==> config.mk <==
export PLATFORM = sky130hd
export DESIGN_NAME = inst_fetch
export DESIGN_NICKNAME = d
export VERILOG_FILES = /design/src/rtl/inst_fetch_pkg.sv /design/src/rtl/inst_fetch_fifo.sv /design/src/rtl/inst_fetch.sv
export SDC_FILE = /design/constraint.sdc
export NUM_CORES = 1
export LEC_CHECK = 0
export CORE_MARGIN = 2
export CORE_UTILIZATION = 63
export DETAILED_ROUTE_END_ITERATION = 7
export DONT_BUFFER_PORTS = 1
export PLACE_DENSITY_LB_ADDON = 0.25
export SLEW_MARGIN = 20
export SYNTH_ARGS = -nofsm -noshare
export SYNTH_HDL_FRONTEND = slang
export SYNTH_SLANG_ARGS = --single-unit
export TNS_END_PERCENT = 1
==> constraint.sdc <==
create_clock -name clk -period 9.3 [get_ports clk]
set_input_delay 1.395 -clock clk [delete_from_list [all_inputs] [get_ports clk]]
set_output_delay 1.395 -clock clk [all_outputs]
set_load 0.01 [all_outputs]
==> src/rtl/inst_fetch_pkg.sv <==
`default_nettype none
// ============================================================================
// Module      : inst_fetch_pkg
// Description : Shared definitions for the instruction-fetch block: bus
//               widths, ROM chip-enable levels, the zero instruction word,
//               fetch stride/alignment and the fetch FSM state type.
// Ports       : none (package)
// Revision    : 1.0 - initial release
// ============================================================================
package inst_fetch_pkg;

  localparam int InstAddrBus = 32;   // PC / ROM byte-address width
  localparam int InstBus     = 64;   // instruction width

  localparam logic ChipEnable  = 1'b1;
  localparam logic ChipDisable = 1'b0;

  localparam logic [InstBus-1:0] ZeroDoubleWord = '0;

  // One instruction occupies 8 bytes, so fetch addresses are 8-byte aligned.
  localparam int InstByteStride = 8;
  localparam int InstAlignBits  = 3;

  typedef enum logic [0:0] {
    IDLE  = 1'b0,
    FETCH = 1'b1
  } fetch_state_e;

endpackage
`default_nettype wire

==> src/rtl/inst_fetch_fifo.sv <==
`default_nettype none
// ============================================================================
// Module      : fetch_fifo
// Description : Small synchronous FIFO holding fetched {pc, instruction}
//               entries. Flush has priority over push and pop. A push into a
//               full FIFO is accepted only when a pop happens in the same
//               cycle.
// Ports       : clk, rst (sync, active-low)
//               push_i/push_data_i : write request and data
//               pop_i              : remove head entry
//               flush_i            : discard all entries
//               full_o/empty_o     : occupancy flags
//               head_o             : data at the head (registered storage)
//               count_o            : number of valid entries
// Revision    : 1.0 - initial release
// ============================================================================
module fetch_fifo #(
  parameter int DATA_W = 96,
  parameter int DEPTH  = 2
) (
  input  logic                         clk,
  input  logic                         rst,
  input  logic                         push_i,
  input  logic [DATA_W-1:0]            push_data_i,
  input  logic                         pop_i,
  input  logic                         flush_i,
  output logic                         full_o,
  output logic                         empty_o,
  output logic [DATA_W-1:0]            head_o,
  output logic [$clog2(DEPTH):0]       count_o
);

  localparam int PTR_W = $clog2(DEPTH);
  localparam int CNT_W = PTR_W + 1;

  logic [DATA_W-1:0] mem_q [DEPTH];
  logic [PTR_W-1:0]  rd_ptr_q, rd_ptr_d;
  logic [PTR_W-1:0]  wr_ptr_q, wr_ptr_d;
  logic [CNT_W-1:0]  count_q, count_d;
  logic              do_push, do_pop;

  assign full_o  = (count_q == CNT_W'(DEPTH));
  assign empty_o = (count_q == '0);
  assign count_o = count_q;
  assign head_o  = mem_q[rd_ptr_q];

  always_comb begin
    do_pop   = pop_i & ~empty_o;
    do_push  = push_i & (~full_o | do_pop);
    rd_ptr_d = rd_ptr_q;
    wr_ptr_d = wr_ptr_q;
    count_d  = count_q;
    if (flush_i) begin
      rd_ptr_d = '0;
      wr_ptr_d = '0;
      count_d  = '0;
    end else begin
      // DEPTH is a power of two, so pointers wrap by natural overflow.
      if (do_pop)  rd_ptr_d = rd_ptr_q + PTR_W'(1);
      if (do_push) wr_ptr_d = wr_ptr_q + PTR_W'(1);
      count_d = count_q + CNT_W'(do_push) - CNT_W'(do_pop);
    end
  end

  always_ff @(posedge clk) begin
    if (!rst) begin
      rd_ptr_q <= '0;
      wr_ptr_q <= '0;
      count_q  <= '0;
    end else begin
      rd_ptr_q <= rd_ptr_d;
      wr_ptr_q <= wr_ptr_d;
      count_q  <= count_d;
    end
  end

  // Storage needs no reset: entries are only visible while count is non-zero.
  always_ff @(posedge clk) begin
    if (do_push && !flush_i) begin
      mem_q[wr_ptr_q] <= push_data_i;
    end
  end

endmodule
`default_nettype wire

==> src/rtl/inst_fetch.sv <==
`default_nettype none
// ============================================================================
// Module      : inst_fetch
// Description : Fetch-side initiator for a combinational instruction ROM.
//               Holds the PC, enables the ROM whenever the fetch buffer can
//               accept an entry, buffers {pc, inst} pairs and presents them
//               to decode over valid/ready. Branch redirects flush the buffer
//               and reload the PC.
// Ports       : clk, rst (sync, active-low)
//               rom_ce/rom_addr/rom_inst         : ROM interface
//               branch_flag_i/branch_target_i    : redirect from EX
//               id_valid_o/id_ready_i            : decode handshake
//               id_pc_o/id_inst_o                : head entry to decode
// Revision    : 1.0 - initial release
// ============================================================================
module inst_fetch
  import inst_fetch_pkg::*;
#(
  parameter int                ADDR_W     = InstAddrBus,
  parameter int                INST_W     = InstBus,
  parameter logic [ADDR_W-1:0] RESET_PC   = '0,
  parameter int                FIFO_DEPTH = 2
) (
  input  logic              clk,
  input  logic              rst,
  output logic              rom_ce,
  output logic [ADDR_W-1:0] rom_addr,
  input  logic [INST_W-1:0] rom_inst,
  input  logic              branch_flag_i,
  input  logic [ADDR_W-1:0] branch_target_i,
  output logic              id_valid_o,
  input  logic              id_ready_i,
  output logic [ADDR_W-1:0] id_pc_o,
  output logic [INST_W-1:0] id_inst_o
);

  localparam int ENTRY_W = ADDR_W + INST_W;
  localparam int CNT_W   = $clog2(FIFO_DEPTH) + 1;
  localparam logic [ADDR_W-1:0] ALIGN_MASK = ADDR_W'((1 << InstAlignBits) - 1);
  localparam logic [ADDR_W-1:0] PC_STRIDE  = ADDR_W'(InstByteStride);

  fetch_state_e      state_q, state_d;
  logic [ADDR_W-1:0] pc_q, pc_d;

  logic               fifo_full, fifo_empty;
  logic [CNT_W-1:0]   fifo_count;
  logic [ENTRY_W-1:0] fifo_head;
  logic               deq, enq_ok, redirect, fetch_en;

  always_comb begin
    state_d    = state_q;
    pc_d       = pc_q;
    id_valid_o = (fifo_count != '0);
    // Gated by empty, which is equivalent to gating by id_valid_o.
    deq        = ~fifo_empty & id_ready_i;
    // A full buffer can still take a new entry if the head leaves this cycle.
    enq_ok     = ~fifo_full | deq;
    redirect   = (state_q == FETCH) & branch_flag_i;
    fetch_en   = (state_q == FETCH) & enq_ok & ~branch_flag_i;

    // IDLE only lasts one cycle; it provides the enable-free cycle after reset.
    if (state_q == IDLE) state_d = FETCH;

    if (redirect) begin
      // Misaligned targets are truncated to the instruction boundary.
      pc_d = branch_target_i & ~ALIGN_MASK;
    end else if (fetch_en) begin
      pc_d = pc_q + PC_STRIDE;   // wraps modulo 2^ADDR_W
    end
  end

  always_ff @(posedge clk) begin
    if (!rst) begin
      state_q <= IDLE;
      pc_q    <= RESET_PC;
    end else begin
      state_q <= state_d;
      pc_q    <= pc_d;
    end
  end

  assign rom_ce   = fetch_en ? ChipEnable : ChipDisable;
  assign rom_addr = pc_q;

  // Head fields are forced to zero when the buffer is empty so stale
  // storage never leaks onto the decode interface.
  assign id_pc_o   = id_valid_o ? fifo_head[ENTRY_W-1 -: ADDR_W] : '0;
  assign id_inst_o = id_valid_o ? fifo_head[INST_W-1:0] : INST_W'(ZeroDoubleWord);

  fetch_fifo #(
    .DATA_W (ENTRY_W),
    .DEPTH  (FIFO_DEPTH)
  ) u_fetch_fifo (
    .clk         (clk),
    .rst         (rst),
    .push_i      (fetch_en),
    .push_data_i ({pc_q, rom_inst}),
    .pop_i       (deq),
    .flush_i     (redirect),
    .full_o      (fifo_full),
    .empty_o     (fifo_empty),
    .head_o      (fifo_head),
    .count_o     (fifo_count)
  );

endmodule
`default_nettype wire

== After elaboration in Yosys (flattened, before gate mapping) ==
Memory sizes are Yosys's and may differ from the RTL's. A register that Yosys moved wholly into a read port is not among the register bits.
Cells that the tools add are included.
Cells by class
  bitwise operators: 12
  equal/unequal tests: 1
  add/subtract/negate cells: 5
  muxes and demuxes: 10
  reductions and logical operators: 6
Operators by type and width (number)
  $mux 32: 3
  $mux 64: 1
  $add 32x4->32 const B: 1
  $and 1x1->1: 6
  $mux 1: 6
  $not 1->1: 4
  $reduce_bool 2->1: 2
  $add 1x1->1 const B: 2
  $add 2x1->2: 1
  $eq 2x2->1 const B: 1
  $logic_not 2->1: 1
  $or 1x1->1: 2
  $reduce_or 2->1: 1
  $sub 2x1->2: 1
  $logic_and 1x1->1: 1
  $logic_not 1->1: 1
Word-level totals
  memories kept: 1
  bits in writable memories: 192
  register bits: 37
  output and inout port bits: 130
  bits of input ports: 100
Memories
  u_fetch_fifo.mem_q: depth 2, bits a word 96, read ports 1, clocked after memory_dff 1, write ports 1, line inst_fetch_fifo.sv:36  | logic [DATA_W-1:0] mem_q [DEPTH];

== Logic depth before layout (Yosys ltp) ==
Gate-level depths: netlist of the first run.
  word-level depth: 10
  mapped depth: 7
  depth with buffers taken out: 7

== Modules after synthesis ==
Synthesis of the first run repeated with hierarchy kept, for this count alone.
Second synthesis, totals
  cells, all modules: 673
  area total of the unflattened synthesis: 9733.1 µm²
Modules (own cells, without submodules)
  fetch_fifo: cells each 331, sequential area each 5865.6 µm², area each 7190.6 µm², instances 1
  inst_fetch: cells each 342, sequential area each 600.6 µm², area each 2542.4 µm², instances 1

== Worst setup path before layout of the first run ==
No wires, ideal clock.
  path kind: input port to flip-flop
  from: input port branch_flag_i
  to: memory u_fetch_fifo.mem_q[0][0] (enable)
  setup time: 0.659 ns
  arrival time: 7.879 ns
  setup slack: 0.762 ns
  cell stages on the path: 2
  cells stage by stage: nand2b_1 -> nor3_1
Between the ends
  longest elaborated chain between the ends: 6
  elaborated cells on any way between the ends: 8
Ends and longest elaborated chain
  from (decl): line inst_fetch.sv:29  | input logic branch_flag_i,
  $not 1->1: line inst_fetch.sv:59  | fetch_en = (state_q == FETCH) & enq_ok & ~branch_flag_i;
  $and 1x1->1: line inst_fetch.sv:59
  $and 1x1->1: line inst_fetch_fifo.sv:49  | do_push = push_i & (~full_o | do_pop);
  $logic_and 1x1->1 (*): line inst_fetch_fifo.sv:79  | if (do_push && !flush_i) begin
  $mux 1 (*): line inst_fetch_fifo.sv:79
  $mux 1 (not written as such) (*): line inst_fetch_fifo.sv:80  | mem_q[wr_ptr_q] <= push_data_i;
  to (decl): line inst_fetch_fifo.sv:36
Mark *: on every way between the ends. The rest lies on a longest branch, timed or not.

==> impl_metrics.ini, run 1 <==
[synth]
synth_flop_cell = edfxtp_1
synth_edf_count = 186
synth_most_common_cell = edfxtp_1
yosysTopAreaCell = edfxtp_1
synth_top_area_share_pct = 63.47
synth_area_mm2 = 0.008800
ys_seq_area_share_pct = 71.43
async_flop_share_pct = 0
synth-seq-cells = 221
yosys_warnings = 0
synth_common_cells = 186 x edfxtp_1, 108 x nor2_1, 94 x mux2i_1, 35 x dfxtp_1, 21 x o21ai_0
synth_area_leaders = edfxtp_1 63%, mux2i_1 11%, dfxtp_1 8.0%
syn_inst = 610
avgSynthCellArea_um2 = 14.43
yosysUniqueCellTypes = 41

[global_routing]
grtUsageTotal_pct = 21.20
grt_pass1_wl_um = 24350
grt_pass1_vias = 4571
antenna_found_initial = 0
grt-ovfl-total = 0
grt_max_degree = 70

[placed_design]
dp_hpwl_um = 10800
io_buffers = 0
globalplace.congestion = 0.7594

[sta]
relSlewSlack_pct = 23.97
rsz0062_at_grt = no
slew_violations = 0
post-route-min-period_ps = 4040
setup_viol = 0
fin_crit_sh_pct = 43.44
fmax_mhz = 247.5
finalHoldViolCount = 0
tightest_slew_ps = 1130
fin_tns_setup_ps = 0
hold_ws_ps = 537.3
final.setup_skew_ps = 17.24

[cts]
clock_latency_ps = 490
cts_tree = yes
clock_sinks = 221
cts-htree-levels = 1
cts_buffers = 22
cts_buffer_depth = 3
cts-root-buf = clkbuf_16
clk_pin_slew_ps = 60
cts_resized = 0
hold_buffers = 0
post_cts_buffers = 0

[critical_path]
required_ps = 7910
cp.arrival_ps = 2640
crit_type = register to primary output
start_kind = register
endpoint_kind = primary output
slowest_stage = buf_4
cp_max_fo = 58
slowest_delay_ps = 840
crit_chain = buf_4 > mux2i_1 > nor2_1

[power]
powerDensity_mw_per_mm2 = 223.5
vdd_drop_max_uv = 168.6
leakage_nw = 3.029

[die]
dieArea_mm2 = 0.01493
rows = 43
ios = 230
start_util_pct = 63.89
fp.dieH_um = 122.2
fp.dieW_um = 122.2
core_mm2 = 0.01377

[drt]
dr.pass1.iters = 5
vias = 4800
detail_route.wl_per_cell_um = 20.35
drt_iter0_markers = 344
ant_nets = 0
drt-vias-per-instance = 5.941
totalWireLength_um = 16440
drc_errors = 0

[layout]
nFillCells = 943
drive_gt1_share_pct = 7.484
nets = 714
syn_to_final_growth_pct = 9.526
regArea_mm2 = 0.006290
antenna_cells_inserted = 0
multiInputGateArea_mm2 = 0.002377

[status]
outcome = finished clean

[worst_hold_path]
hold_class = register to register

[job]
maxCapViolations = 0
==> flip-flops by register name, summed over array words and instances (netlist names), named ones only <==
name	count
state_q	1
u_fetch_fifo.count_o	2
u_fetch_fifo.wr_ptr_q	1
u_fetch_fifo.rd_ptr_q	1
u_fetch_fifo.mem_q	186
rom_addr	29
==> area by class of cell <==
class / count / share of cell area [%]
Sequential cell: 221 / 65.26
Multi-Input combinational cell: 355 / 24.67
Clock buffer: 31 / 6.283
Tap cell: 180 / 2.337
Clock inverter: 9 / 0.7140
Timing Repair Buffer: 7 / 0.5452
Inverter: 5 / 0.1947
==> cell families (layout without fill, tap and decap cells) <==
kind of cell	after synthesis	after routing	synth area share [%]
AO/OA/AOI/OAI	50	50	3.085
XOR/XNOR	29	29	2.886
adder cells (fa/ha/maj)	2	2	0.2843
buffers and inverters	39	52	1.934
flip-flops	221	221	71.43
multiplexers	94	94	10.69
other	1	6	0.04262
AND/OR/NAND/NOR	174	174	9.640
==> critical path: cells and delay by family (launching register included) <==
family / cells / cell delay [ps]
mux: 1 / 180
buf+inv: 1 / 840
flops: 1 / 740
simple gates: 1 / 300
==> path summary, 6_finish.rpt <==
| check | from | to | slack (ps) | cells past startpoint |
|---|---|---|---|---|
| worst max register to register | u_fetch_fifo.count_o[1] | u_fetch_fifo.count_o[1] | 6310 | 8 |
| worst min-delay path | u_fetch_fifo.rd_ptr_q | register | 540 | 2 |
| worst min register to register | u_fetch_fifo.rd_ptr_q | register | 540 | 2 |
| worst max-delay path | register | id_pc_o[4] | 5260 | 3 |
==> power breakdown <==
group / total, mW / switching [mW] / internal, mW
clock network: 0.813 / 0.332 / 0.481
registers: 1.16 / 0.0381 / 1.12
logic: 0.183 / 0.127 / 0.0555
total: 2.15 / 0.497 / 1.66
==> metrics by stage <==
step	utilization [%]	power (mW)	setup WS, ps	instance area (µm²)	instances
final	69.98	2.154	5260	9638	808
after CTS	69.98	2.175	5207	9638	808
after floorplan	-	1.328	762.1	8818	615
after global placement	65.08	1.359	5609	8964	768
after global routing	69.98	2.235	5080	9638	808
after detailed placement	65.08	1.366	5564	8964	768
==> cell usage in the layout (no fill, tap or decap), types with 2 or more instances in the layout <==
master	count
edfxtp_1	186
nor2_1	107
mux2i_1	94
dfxtp_1	34
clkbuf_16	23
o21ai_0	21
a21oi_1	19
xor2_1	15
xnor2_1	14
nand4_1	12
nand2_1	9
nand3_1	8
clkbuf_1	8
buf_4	7
nor3_1	6
conb_1	6
inv_1	5
clkinv_1	5
or3_1	4
a211oi_1	4
and2_1	3
and4_1	3
nor4_1	3
nand4b_1	2
or4_4	2
and3_1	2
a311oi_1	2
o22ai_1	2
ha_1	2
clkinvlp_4	2
==> metal layers <==
| layer | global-route usage, % | vias to the layer above | part of all wire, % | wire length [µm] |
|---|---|---|---|---|
| li1 | - | 2242 | - | - |
| met1 | 25.72 | 2327 | 37 | 6150 |
| met2 | 35.68 | 209 | 50 | 8141 |
| met3 | 7.584 | 22 | 11 | 1822 |
| met4 | 6.681 | 0 | 2.0 | 329 |
| met5 | 0 | - | 0 | 0 |
Power figures use the tool's default switching activity.
==> run 2, diff against run 1 <==
==> constraint.sdc (replaced) <==
create_clock -name clk -period 3.8 [get_ports clk]
set_input_delay 0.57 -clock clk [delete_from_list [all_inputs] [get_ports clk]]
set_output_delay 0.57 -clock clk [all_outputs]
set_load 0.01 [all_outputs]
==> impl_metrics.ini, run 2 (synthesized netlist as in run 1, its figures left out) <==
[layout]
nets = 715
stdcell_count = 809
antenna_cells_inserted = 0
largest_register_ffs = 186
most-common-layout-cells = 186 x edfxtp_1, 107 x nor2_1, 94 x mux2i_1
drive_gt1_share_pct = 8.744
mostFrequentLayoutCell = edfxtp_1
syn_to_final_growth_pct = 11.25
top_register = u_fetch_fifo.mem_q
final_core_util_pct = 71.08

[global_routing]
grt-ovfl-total = 0
antenna_found_initial = 0
grtUsageTotal_pct = 21.19
grt_pass1_wl_um = 24280
grt_max_degree = 94
grt_pass1_vias = 4646

[cts]
post_cts_buffers = 0
cts_buffers = 22
clock_latency_ps = 490
cts-root-buf = clkbuf_16
cts_tree = yes
clock_sinks = 221
cts_buffer_depth = 3
cts-htree-levels = 1
hold_buffers = 0
clk_pin_slew_ps = 60
cts_resized = 0

[sta]
rsz0062_at_grt = no
setup_viol = 0
post-route-min-period_ps = 2728
fin_crit_sh_pct = 71.79
relSlewSlack_pct = 29.57
finalHoldViolCount = 0
fmax_mhz = 366.6
hold_ws_ps = 101.6
slew_violations = 0
tightest_slew_ps = 1047
final.setup_skew_ps = 10.85

[job]
maxCapViolations = 0

[placed_design]
globalplace.congestion = 0.8105
dp_hpwl_um = 10780
io_buffers = 0
dp.cells = 769

[die]
rows = 43
dieArea_mm2 = 0.01493
fp.dieH_um = 122.2
start_util_pct = 63.89
ios = 230
fp.dieW_um = 122.2
core_mm2 = 0.01377

[critical_path]
rr_worst_depth = 4
r2r_setup_slack_ps = 1110
endpoint_kind = primary output
r2r_end = u_fetch_fifo.mem_q[1][21]
cp.arrival_ps = 2160
endpoint = id_inst_o[19]
start_kind = register
cp_max_fo = 43
crit_type = register to primary output
required_ps = 3230
r2r_start = state_q

[status]
outcome = finished clean

[worst_hold_path]
hold_class = primary input to register

[power]
vdd_drop_max_uv = 445.0
power.total_mw = 5.586
leakage_nw = 3.097
powerDensity_mw_per_mm2 = 570.7

[drt]
totalWireLength_um = 16470
dr.pass1.iters = 5
drc_errors = 0
vias = 4769
ant_nets = 0
detail_route.wl_per_cell_um = 20.35
drt_iter0_markers = 341
drt-vias-per-instance = 5.895
run 2: cell types whose count changed in the layout (fill, tap and decap cells not counted), sizes merged:
cell	before	now
clkbuf	31	26
clkinv	6	7
buf	7	8
bufinv	1	5
run 2: power by group:
group	internal, mW	switching [mW]
registers	2.74	0.0966
clock network	1.44	0.855
logic	0.139	0.310
total	4.32	1.26
run 2: critical path, stage by stage (launching register included):
cell     delay (ps)
dfxtp_4         860
buf_4           420
mux2i_1         270
nor2_1          100
run 2: metrics by stage:
stage | TNS [ps] | setup WS, ps | cell area [µm²]
2_1_floorplan | -19410 | -208.7 | 8830
3_3_place_gp | 0 | 965.3 | 9002
3_5_place_dp | 0 | 918.9 | 9002
4_1_cts | 0 | 1023 | 9789
5_1_grt | 0 | 906.8 | 9789
6_report | 0 | 1072 | 9789
run 2: worst min path at each step:
stage	start	end	slack (ps)	depth (start not counted)
2_1_floorplan	u_fetch_fifo.rd_ptr_q	register	480	2
3_3_place_gp	u_fetch_fifo.rd_ptr_q	register	490	2
3_5_place_dp	u_fetch_fifo.rd_ptr_q	register	510	2
4_1_cts	rst	state_q	80	0
5_1_grt	rst	state_q	90	0
6_report	rst	state_q	100	0
run 2: layer usage:
| layer | track usage, % | vias to the layer above | share of wire, % |
|---|---|---|---|
| li1 | - | 2248 | - |
| met1 | 24.80 | 2299 | 36 |
| met2 | 36.56 | 198 | 51 |
| met3 | 8.193 | 24 | 12 |
| met4 | 5.963 | 0 | 1.5 |
| met5 | 0 | - | 0 |
run 2: cell type report:
| class | count | area [µm²] |
|---|---|---|
| Clock buffer | 26 | 586.8 |
| Inverter | 5 | 18.77 |
| Fill cell | 931 | 3984 |
| Clock inverter | 14 | 200.2 |
| Tap cell | 180 | 225.2 |
| Timing Repair Buffer | 8 | 85.08 |
| Multi-Input combinational cell | 355 | 2384 |
| Sequential cell | 221 | 6290 |
==> run 3, diff against run 2 <==
==> constraint.sdc (replaced) <==
create_clock -name clk -period 2.8 [get_ports clk]
set_input_delay 0.42 -clock clk [delete_from_list [all_inputs] [get_ports clk]]
set_output_delay 0.42 -clock clk [all_outputs]
set_load 0.01 [all_outputs]
==> impl_metrics.ini, run 3 (synthesized netlist as in run 1, its figures left out) <==
[status]
outcome = finished clean

[drt]
vias = 4850
detail_route.wl_per_cell_um = 20.51
drc_errors = 0
totalWireLength_um = 16590
dr.pass1.iters = 6
drt-vias-per-instance = 5.995
ant_nets = 0
drt_iter0_markers = 336

[critical_path]
slowest_stage = buf_4
rr_worst_depth = 4
cp_max_fo = 93
cp.arrival_ps = 1960
crit_type = register to primary output
required_ps = 2380
slowest_delay_ps = 740
crit_chain = nor2_4 > buf_4 > nor2_1
start_kind = register
endpoint_kind = primary output

[cts]
clk_pin_slew_ps = 60
cts_tree = yes
clock_latency_ps = 480
cts_buffers = 21
clock_sinks = 221
cts_buffer_depth = 3
cts-htree-levels = 1
cts-root-buf = clkbuf_16
post_cts_buffers = 0

[worst_hold_path]
holdPathStages = 0
hold_class = primary input to register

[sta]
setup_viol = 0
tightest_slew_ps = 943.4
rsz0062_at_grt = no
finalHoldViolCount = 0
slew_violations = 0
fmax_mhz = 419.3
fin_crit_sh_pct = 85.18
relSlewSlack_pct = 37.11
final.setup_skew_ps = 16.10
post-route-min-period_ps = 2385

[job]
maxCapViolations = 0

[power]
vdd_drop_max_uv = 431.7
power.total_mw = 7.211
leakage_nw = 3.064
powerDensity_mw_per_mm2 = 742.4

[global_routing]
antenna_found_initial = 0
grt_pass1_vias = 4725
grt_max_degree = 94
grt-ovfl-total = 0
grtUsageTotal_pct = 21.66
grt_pass1_wl_um = 24860

[placed_design]
place_area_mm2 = 0.009025
dp_hpwl_um = 10910
globalplace.congestion = 0.7717
io_buffers = 0

[layout]
multiInputGateArea_mm2 = 0.002397
largest_register_ffs = 186
final_area_mm2 = 0.009713
nFillCells = 921
most-common-layout-cells = 186 x edfxtp_1, 107 x nor2_1, 94 x mux2i_1
drive_gt1_share_pct = 8.426
regArea_mm2 = 0.006290
mostFrequentLayoutCell = edfxtp_1
final_core_util_pct = 70.52
nets = 717
top_register = u_fetch_fifo.mem_q
antenna_cells_inserted = 0
syn_to_final_growth_pct = 10.38

[die]
fp.dieW_um = 122.2
ios = 230
fp.dieH_um = 122.2
core_mm2 = 0.01377
dieArea_mm2 = 0.01493
start_util_pct = 63.89
rows = 43
-- run 3: where the power goes --
| part | total [mW] | internal, mW | switching [mW] |
|---|---|---|---|
| logic | 0.641 | 0.193 | 0.447 |
| registers | 3.83 | 3.72 | 0.108 |
| clock network | 2.74 | 1.65 | 1.09 |
| total | 7.21 | 5.56 | 1.65 |
-- run 3: layout make-up --
class | count | area share, %
Clock inverter | 12 | 1.353
Multi-Input combinational cell | 355 | 24.68
Tap cell | 180 | 2.319
Timing Repair Buffer | 11 | 1.134
Sequential cell | 221 | 64.76
Inverter | 5 | 0.1932
Clock buffer | 25 | 5.565
-- run 3: stage by stage --
| stage | setup TNS (ps) | setup WS (ps) | std cells | hold slack [ps] |
|---|---|---|---|---|
| 2_1_floorplan | -43260 | -465.2 | 615 | 447.7 |
| 3_3_place_gp | 0 | 537.7 | 771 | 449.6 |
| 3_5_place_dp | 0 | 411.8 | 771 | 449.4 |
| 4_1_cts | 0 | 362.8 | 809 | 22.43 |
| 5_1_grt | 0 | 206.4 | 809 | 10.83 |
| 6_report | 0 | 415.1 | 809 | 31.47 |
-- run 3: per-layer routing --
layer  up-vias  global-route usage (%)  routed length (µm)
li1       2250                       -                   -
met1      2356                   25.94                6020
met2       218                   37.92                8512
met3        26                   7.069                1756
met4         0                   5.675                 301
met5         -                       0                   0
-- run 3: final timing paths --
| kind | startpoint | end | slack (ps) |
|---|---|---|---|
| hold / removal | rom_inst[3] | u_fetch_fifo.mem_q[1][3] | 30 |
| setup reg to reg | u_fetch_fifo.count_o[1] | u_fetch_fifo.mem_q[1][75] | 540 |
| setup / recovery | u_fetch_fifo.count_o[1] | id_pc_o[3] | 420 |
| hold reg to reg | u_fetch_fifo.rd_ptr_q | u_fetch_fifo.rd_ptr_q | 510 |
-- run 3: critical path, delay by kind of cell, from the launching register on --
kind / cells / cell delay (ps)
AND/OR/NAND/NOR: 2 / 400
buffers and inverters: 1 / 740
flip-flops: 1 / 350
-- run 3: what timing repair did --
item                      CTS  global route
gates resized for setup     0             0
hold buffers                1             0
hold endpoints to repair    1             0
